File: config.mk
export PLATFORM = sky130hd
export DESIGN_NAME = f32_mult
export DESIGN_NICKNAME = d
export VERILOG_FILES = /design/src/rtl/f32_mult_pkg.sv /design/src/rtl/f32_round_pack.sv /design/src/rtl/f32_mult.sv
export SDC_FILE = /design/constraint.sdc
export NUM_CORES = 1
export LEC_CHECK = 0
export BUFFER_PORTS_ARGS = -buffer_cell sky130_fd_sc_hd__buf_2
export CORE_MARGIN = 2
export CORE_UTILIZATION = 49
export CTS_CLUSTER_SIZE = 8
export DETAILED_ROUTE_END_ITERATION = 8
export HOLD_SLACK_MARGIN = 0.05
export PLACE_DENSITY = 0.65
export SLEW_MARGIN = 20
export SYNTH_ARGS = -nofsm -noshare
export SYNTH_HDL_FRONTEND = slang
export SYNTH_SLANG_ARGS = --single-unit
export TNS_END_PERCENT = 50
File: constraint.sdc
create_clock -name clk -period 9.4 [get_ports clk]
set_input_delay 0.94 -clock clk [delete_from_list [all_inputs] [get_ports clk]]
set_output_delay 0.94 -clock clk [all_outputs]
set_load 0.02 [all_outputs]
File: src/rtl/f32_mult_pkg.sv
// rtl/f32_mult_pkg.sv - shared constants, state/class enums and helpers for the binary32 multiplier
package f32_mult_pkg;

    localparam int          BIAS        = 127;
    localparam int          EXP_W       = 8;
    localparam int          MAN_W       = 23;
    localparam int          MULT_CYCLES = 24;
    localparam logic [31:0] QNAN        = 32'h7FC00000;
    localparam logic [31:0] PINF        = 32'h7F800000;

    typedef enum logic [2:0] {
        S_IDLE,
        S_UNPACK,
        S_MULT,
        S_NORM,
        S_ROUND
    } state_t;

    typedef enum logic [2:0] {
        FP_ZERO,
        FP_SUB,
        FP_NORM,
        FP_INF,
        FP_NAN
    } fp_class_t;

    function automatic fp_class_t classify(input logic [30:0] x);
        logic [EXP_W-1:0] e;
        logic [MAN_W-1:0] f;
        e = x[EXP_W+MAN_W-1:MAN_W];
        f = x[MAN_W-1:0];
        if (e == '0) return (f == '0) ? FP_ZERO : FP_SUB;
        if (e == '1) return (f == '0) ? FP_INF : FP_NAN;
        return FP_NORM;
    endfunction

    // Leading-zero count; an all-zero input returns 48.
    function automatic logic [5:0] lzc48(input logic [47:0] x);
        logic [5:0] n;
        n = 6'd48;
        for (int i = 0; i < 48; i++) begin
            if (x[i]) n = 6'(47 - i);
        end
        return n;
    endfunction

endpackage

File: src/rtl/f32_round_pack.sv
// rtl/f32_round_pack.sv - RNE rounding and binary32 packing with overflow to infinity
module f32_round_pack
    import f32_mult_pkg::*;
(
    input  logic              sign,
    input  logic signed [9:0] exponent,
    input  logic [47:0]       mant,
    input  logic              sticky,
    output logic [31:0]       result
);

    logic        guard;
    logic        sticky_all;
    logic        inc;
    logic [8:0]  exp_field;
    logic [31:0] sum;

    // Adding the increment to {exponent, fraction} lets a fraction carry bump the
    // exponent, including the subnormal-to-normal transition when bit 47 is clear.
    always_comb begin
        guard      = mant[23];
        sticky_all = sticky | (|mant[22:0]);
        inc        = guard & (sticky_all | mant[24]);
        exp_field  = mant[47] ? exponent[8:0] : 9'd0;
        sum        = {exp_field, mant[46:24]} + {31'd0, inc};
        if ((mant[47] && (exponent >= 10'sd255)) || (sum[31:23] >= 9'd255)) begin
            result = {sign, PINF[30:0]};
        end else begin
            result = {sign, sum[30:0]};
        end
    end

endmodule

File: src/rtl/f32_mult.sv
// rtl/f32_mult.sv - binary32 multiplier with start/done handshake, shift-add mantissa, fixed latency
// Build option F32_MULT_SUBNORMAL_EN: gradual underflow; undefined gives DAZ/FTZ.
module f32_mult
    import f32_mult_pkg::*;
(
    input  logic        clk,
    input  logic        rst_n,
    input  logic [31:0] a,
    input  logic [31:0] b,
    input  logic        start,
    output logic        done,
    output logic [31:0] p
);

    state_t             state;
    state_t             state_nxt;
    logic [31:0]        a_q;
    logic [31:0]        b_q;
    logic               sign_q;
    logic [23:0]        ma_q;
    logic [23:0]        mb_q;
    logic [4:0]         cnt_q;
    logic [47:0]        prod_q;
    logic signed [9:0]  exp_q;
    logic [47:0]        mant_q;
    logic               sticky_q;
    logic               flush_q;
    logic               spec_q;
    logic [31:0]        spec_val_q;

    fp_class_t          cls_a_raw;
    fp_class_t          cls_b_raw;
    fp_class_t          cls_a;
    fp_class_t          cls_b;
    logic               sign_u;
    logic signed [9:0]  ea_eff;
    logic signed [9:0]  eb_eff;
    logic               spec_u;
    logic [31:0]        spec_val_u;

    logic [5:0]         lz;
    logic [47:0]        norm_mant;
    logic signed [9:0]  exp_adj;
    logic [47:0]        mant_n;
    logic signed [9:0]  exp_n;
    logic               sticky_n;
    logic               flush_n;
    logic [31:0]        rounded;

    assign cls_a_raw = classify(a_q[30:0]);
    assign cls_b_raw = classify(b_q[30:0]);

`ifdef F32_MULT_SUBNORMAL_EN
    assign cls_a = cls_a_raw;
    assign cls_b = cls_b_raw;
`else
    assign cls_a = (cls_a_raw == FP_SUB) ? FP_ZERO : cls_a_raw;
    assign cls_b = (cls_b_raw == FP_SUB) ? FP_ZERO : cls_b_raw;
`endif

    assign sign_u = a_q[31] ^ b_q[31];
    assign ea_eff = (a_q[30:23] == 8'd0) ? 10'sd1 : signed'({2'b00, a_q[30:23]});
    assign eb_eff = (b_q[30:23] == 8'd0) ? 10'sd1 : signed'({2'b00, b_q[30:23]});

    // Special operands: NaN first, then infinity, then zero.
    always_comb begin
        spec_u     = 1'b1;
        spec_val_u = 32'd0;
        if (cls_a == FP_NAN || cls_b == FP_NAN ||
            (cls_a == FP_INF && cls_b == FP_ZERO) ||
            (cls_a == FP_ZERO && cls_b == FP_INF)) begin
            spec_val_u = QNAN;
        end else if (cls_a == FP_INF || cls_b == FP_INF) begin
            spec_val_u = {sign_u, PINF[30:0]};
        end else if (cls_a == FP_ZERO || cls_b == FP_ZERO) begin
            spec_val_u = {sign_u, 31'd0};
        end else begin
            spec_u = 1'b0;
        end
    end

`ifdef F32_MULT_SUBNORMAL_EN
    logic [9:0] rsh;

    always_comb begin
        lz        = lzc48(prod_q);
        norm_mant = prod_q << lz;
        exp_adj   = exp_q + 10'sd1 - signed'({4'd0, lz});
        mant_n    = norm_mant;
        exp_n     = exp_adj;
        sticky_n  = 1'b0;
        flush_n   = 1'b0;
        rsh       = 10'd0;
        if (exp_adj <= 10'sd0) begin
            rsh   = 10'sd1 - exp_adj;
            exp_n = 10'sd0;
            if (rsh >= 10'd48) begin
                mant_n   = 48'd0;
                sticky_n = |norm_mant;
            end else begin
                mant_n   = norm_mant >> rsh[5:0];
                sticky_n = |(norm_mant & ~({48{1'b1}} << rsh[5:0]));
            end
        end
    end
`else
    always_comb begin
        lz        = lzc48(prod_q);
        norm_mant = prod_q << lz;
        exp_adj   = exp_q + 10'sd1 - signed'({4'd0, lz});
        mant_n    = norm_mant;
        exp_n     = exp_adj;
        sticky_n  = 1'b0;
        flush_n   = (exp_adj <= 10'sd0);
    end
`endif

    f32_round_pack u_round_pack (
        .sign     (sign_q),
        .exponent (exp_q),
        .mant     (mant_q),
        .sticky   (sticky_q),
        .result   (rounded)
    );

    always_ff @(posedge clk or negedge rst_n) begin
        if (!rst_n) state <= S_IDLE;
        else        state <= state_nxt;
    end

    always_comb begin
        state_nxt = state;
        case (state)
            S_IDLE:   if (start) state_nxt = S_UNPACK;
            S_UNPACK: state_nxt = S_MULT;
            S_MULT:   if (cnt_q == 5'(MULT_CYCLES - 1)) state_nxt = S_NORM;
            S_NORM:   state_nxt = S_ROUND;
            S_ROUND:  state_nxt = S_IDLE;
            default:  state_nxt = S_IDLE;
        endcase
    end

    always_ff @(posedge clk or negedge rst_n) begin
        if (!rst_n) begin
            a_q        <= '0;
            b_q        <= '0;
            sign_q     <= 1'b0;
            ma_q       <= '0;
            mb_q       <= '0;
            cnt_q      <= '0;
            prod_q     <= '0;
            exp_q      <= '0;
            mant_q     <= '0;
            sticky_q   <= 1'b0;
            flush_q    <= 1'b0;
            spec_q     <= 1'b0;
            spec_val_q <= '0;
            done       <= 1'b0;
            p          <= '0;
        end else begin
            done <= 1'b0;
            case (state)
                S_IDLE: begin
                    if (start) begin
                        a_q <= a;
                        b_q <= b;
                    end
                end
                S_UNPACK: begin
                    sign_q     <= sign_u;
                    ma_q       <= {|a_q[30:23], a_q[22:0]};
                    mb_q       <= {|b_q[30:23], b_q[22:0]};
                    exp_q      <= ea_eff + eb_eff - signed'(10'(BIAS));
                    spec_q     <= spec_u;
                    spec_val_q <= spec_val_u;
                    prod_q     <= '0;
                    cnt_q      <= '0;
                end
                S_MULT: begin
                    if (mb_q[cnt_q]) prod_q <= prod_q + ({24'd0, ma_q} << cnt_q);
                    cnt_q <= cnt_q + 5'd1;
                end
                S_NORM: begin
                    mant_q   <= mant_n;
                    exp_q    <= exp_n;
                    sticky_q <= sticky_n;
                    flush_q  <= flush_n;
                end
                S_ROUND: begin
                    done <= 1'b1;
                    if (spec_q)       p <= spec_val_q;
                    else if (flush_q) p <= {sign_q, 31'd0};
                    else              p <= rounded;
                end
                default: ;
            endcase
        end
    end

endmodule

==> flow_summary.yaml <==
run_status:
  status: "finished, final reports clean"
clock_network:
  cts_buffers: 40
  clk_pin_slew_worst_paths_ns: 0.05
  postCtsSetupBuffers: 0
  clock-sinks: 265
  cts_tree: "yes"
  cts_resized: 0
  cts_root_buffer: "clkbuf_16"
  cts_hold_buf: 0
  cts.path.max_buffers: 3
  clkLatencyLatePin_ns: 0.58
  h-tree-depth: 2
critical_path:
  path_max_fanout: 41
  cp_data_required_time_ns: 9.86
  cpMaxStageDelayCell: "dfrtp_2"
  crit_buf_inv: 0
  cp-start-kind: "flop"
  cpPeakStageDelay_ns: 1.01
  path_cells: "mux2_2 -> mux2i_1 -> o21ai_0 -> o21ai_0 -> o22ai_1 -> ha_1 -> a211o_1 -> a2111oi_0 -> o21ai_0 -> and2_0 -> a31oi_1 -> or4_1 -> nand2_1 -> o2111a_1 -> or3_1 -> a32o_1"
  path_delay_family: "compound AO/OA/AOI/OAI gates"
  arrival_ns: 6.20
  cpMostUsedCell: "o21ai_0"
  crit_type: "reg2reg"
  cp-end-kind: "flop"
placed_design:
  io_buffer_count: 99
  dpl.cell_count: 2630
  post-dp-hpwl_um: 40900
  gp_congestion: 0.976
synthesis:
  yosysWarnings: 0
  ys_ff_latch: 265
  synth_cell_types: 91
  async_flop_share_pct: 100
  synth-edff-count: 0
  ys_seq_area_share_pct: 35.2
  ys.flop_type: "dfrtp_1"
  syn-num-nets: 2280
  syn_area_per_cell_um2: 8.86
  synth.cell_area_um2: 18900
  synthCells: 2128
timing:
  post-route-min-period_ns: 5.74
  fin_crit_sh_pct: 61.1
  setup_viol: 0
  worst_slew_pin_slew_ns: 0.987
  rsz0062_at_grt: "no"
  hold_violations: 0
  final_max_slew_viol_count: 0
  slew_headroom_pct: 34.2
  fin_skew_ns: 0.0416
  max_freq_mhz: 174
  setup_tns_ns: 0
die:
  core_um2: 37800
  die_area_um2: 40100
  chipWidth_um: 200
  ioPinCount: 100
  rows: 71
  die_h_um: 200
  start_util_pct: 49.9
global_routing:
  antenna_found_initial: 0
  grt.total_usage_pct: 27.6
  grt_max_degree: 126
  grt_pass1_wl_um: 89600
  overflow: 0
  first_global_vias: 16200
finish:
  syn_to_final_growth_pct: 10.3
  nets: 2314
  stdcell_count: 2681
  drive_gt1_share_pct: 14.4
  diodes: 0
route:
  routed_wl_um: 55300
  via_per_inst: 6.11
  final_antenna_net_count: 0
  wire_per_inst_um: 20.6
  drt-initial-drc-count: 1339
  firstDrtPassIters: 7
  dr_total_vias: 16400
  drc: 0
hold_path:
  holdCritPathClass: "in2async"
job:
  drv_cap: 0
[state kept, by name (all words and copies together) (netlist names)]
signal / flops
done: 1
flush_q: 1
a_q: 32
prod_q: 48
p: 32
b_q: 32
mb_q: 24
state: 3
exp_q: 10
ma_q: 24
mant_q: 48
sign_q: 1
cnt_q: 5
spec_q: 1
spec_val_q: 3
[Yosys cell counts, types with 8 or more instances]
master	instances	area, µm²
a2111oi_0	9	78.8
a211oi_1	17	128
a21o_1	28	210
a21oi_1	86	430
a221oi_1	8	70.1
a22o_1	43	377
a22oi_1	19	143
a31oi_1	19	119
a32o_1	9	90.1
and2_1	12	75.1
and3_1	15	93.8
buf_1	14	52.6
buf_2	18	90.1
clkbuf_1	92	345
dfrtp_1	265	6630
ha_1	82	1030
inv_1	51	191
mux2_2	99	1110
mux2i_1	119	1190
mux4_2	15	338
nand2_1	349	1310
nand2b_1	17	106
nand3_1	58	290
nand4_1	25	156
nor2_1	153	574
nor2b_1	19	119
nor3_1	20	100
nor4_1	28	175
o211ai_1	19	143
o21a_1	25	188
o21ai_0	139	696
o21bai_1	8	60.1
o22ai_1	19	119
o31ai_1	11	82.6
or3_1	12	75.1
or4_1	12	90.1
xnor2_1	48	420
xor2_1	30	263
[final timing paths]
path / slack (ns) / to / depth (start not counted) / startpoint
worst max-delay path: 3.66 / prod_q[46]$_DFFE_PN0P_ / 16 / cnt_q[0]$_DFFE_PN0P_
worst max register to register: 3.66 / prod_q[46]$_DFFE_PN0P_ / 16 / cnt_q[0]$_DFFE_PN0P_
worst min-delay path: 0.44 / a_q[30]$_DFFE_PN0P_ / 1 / rst_n
worst min register to register: 0.47 / p[4]$_DFFE_PN0P_ / 2 / p[4]$_DFFE_PN0P_
min in group clk: 0.47 / p[4]$_DFFE_PN0P_ / 2 / p[4]$_DFFE_PN0P_
max in group asynchronous: 7.50 / prod_q[46]$_DFFE_PN0P_ / 2 / rst_n
[layout make-up]
class | instances | area, µm²
Multi-Input combinational cell | 1678 | 11500
Inverter | 56 | 213
Clock buffer | 43 | 1010
Clock inverter | 7 | 115
Fill cell | 3474 | 17000
Timing Repair Buffer | 121 | 691
Sequential cell | 265 | 6630
Tap cell | 511 | 639
[cells in the final DEF (no fill, tap or decap), types with 12 or more instances in the layout]
| cell | instances |
|---|---|
| nand2_1 | 349 |
| dfrtp_1 | 264 |
| nor2_1 | 152 |
| o21ai_0 | 139 |
| mux2i_1 | 119 |
| mux2_2 | 99 |
| buf_2 | 98 |
| a21oi_1 | 86 |
| ha_1 | 82 |
| nand3_1 | 58 |
| inv_1 | 51 |
| xnor2_1 | 48 |
| a22o_1 | 43 |
| clkbuf_16 | 40 |
| xor2_1 | 30 |
| nor4_1 | 28 |
| a21o_1 | 28 |
| nand4_1 | 25 |
| o21a_1 | 24 |
| buf_4 | 21 |
| nor3_1 | 20 |
| a22oi_1 | 19 |
| nor2b_1 | 19 |
| o22ai_1 | 19 |
| a31oi_1 | 19 |
| o211ai_1 | 19 |
| a211oi_1 | 17 |
| nand2b_1 | 16 |
| mux4_2 | 15 |
| and3_1 | 15 |
| or3_1 | 12 |
| or4_1 | 12 |
[cells by family after synthesis]
group,Yosys count,synth area share (%)
and+or+nand+nor,752,18.2
DFF,265,35.2
buffers and inverters,185,3.96
muxes,237,14.4
adders and majority gates,85,5.76
xor gates and xnor gates,78,3.62
AOI/OAI and AO/OA,526,18.9
[per-layer routing]
layer  up-vias  GRT usage, %  wire [µm]
li1       7848             -          -
met2       458          44.6      25700
met1      7962          37.4      24800
met5         -             0          0
met3       110          3.89       2620
met4         0          11.5       2170
[per-stage QoR]
stage / hold slack [ns] / worst slack [ns] / util [%] / area [µm²]
after floorplan: 0.440 / 4.34 / - / 18900
after global placement: 0.455 / 3.96 / 52.0 / 19600
after detailed placement: 0.461 / 3.77 / 52.0 / 19600
after CTS: 0.472 / 3.75 / 55.0 / 20800
after global routing: 0.492 / 3.33 / 55.1 / 20800
final: 0.437 / 3.66 / 55.1 / 20800
Power is left out: the tool's default activity adds up to more than one toggle a clock period on the data nets, which glitch-free logic cannot reach.
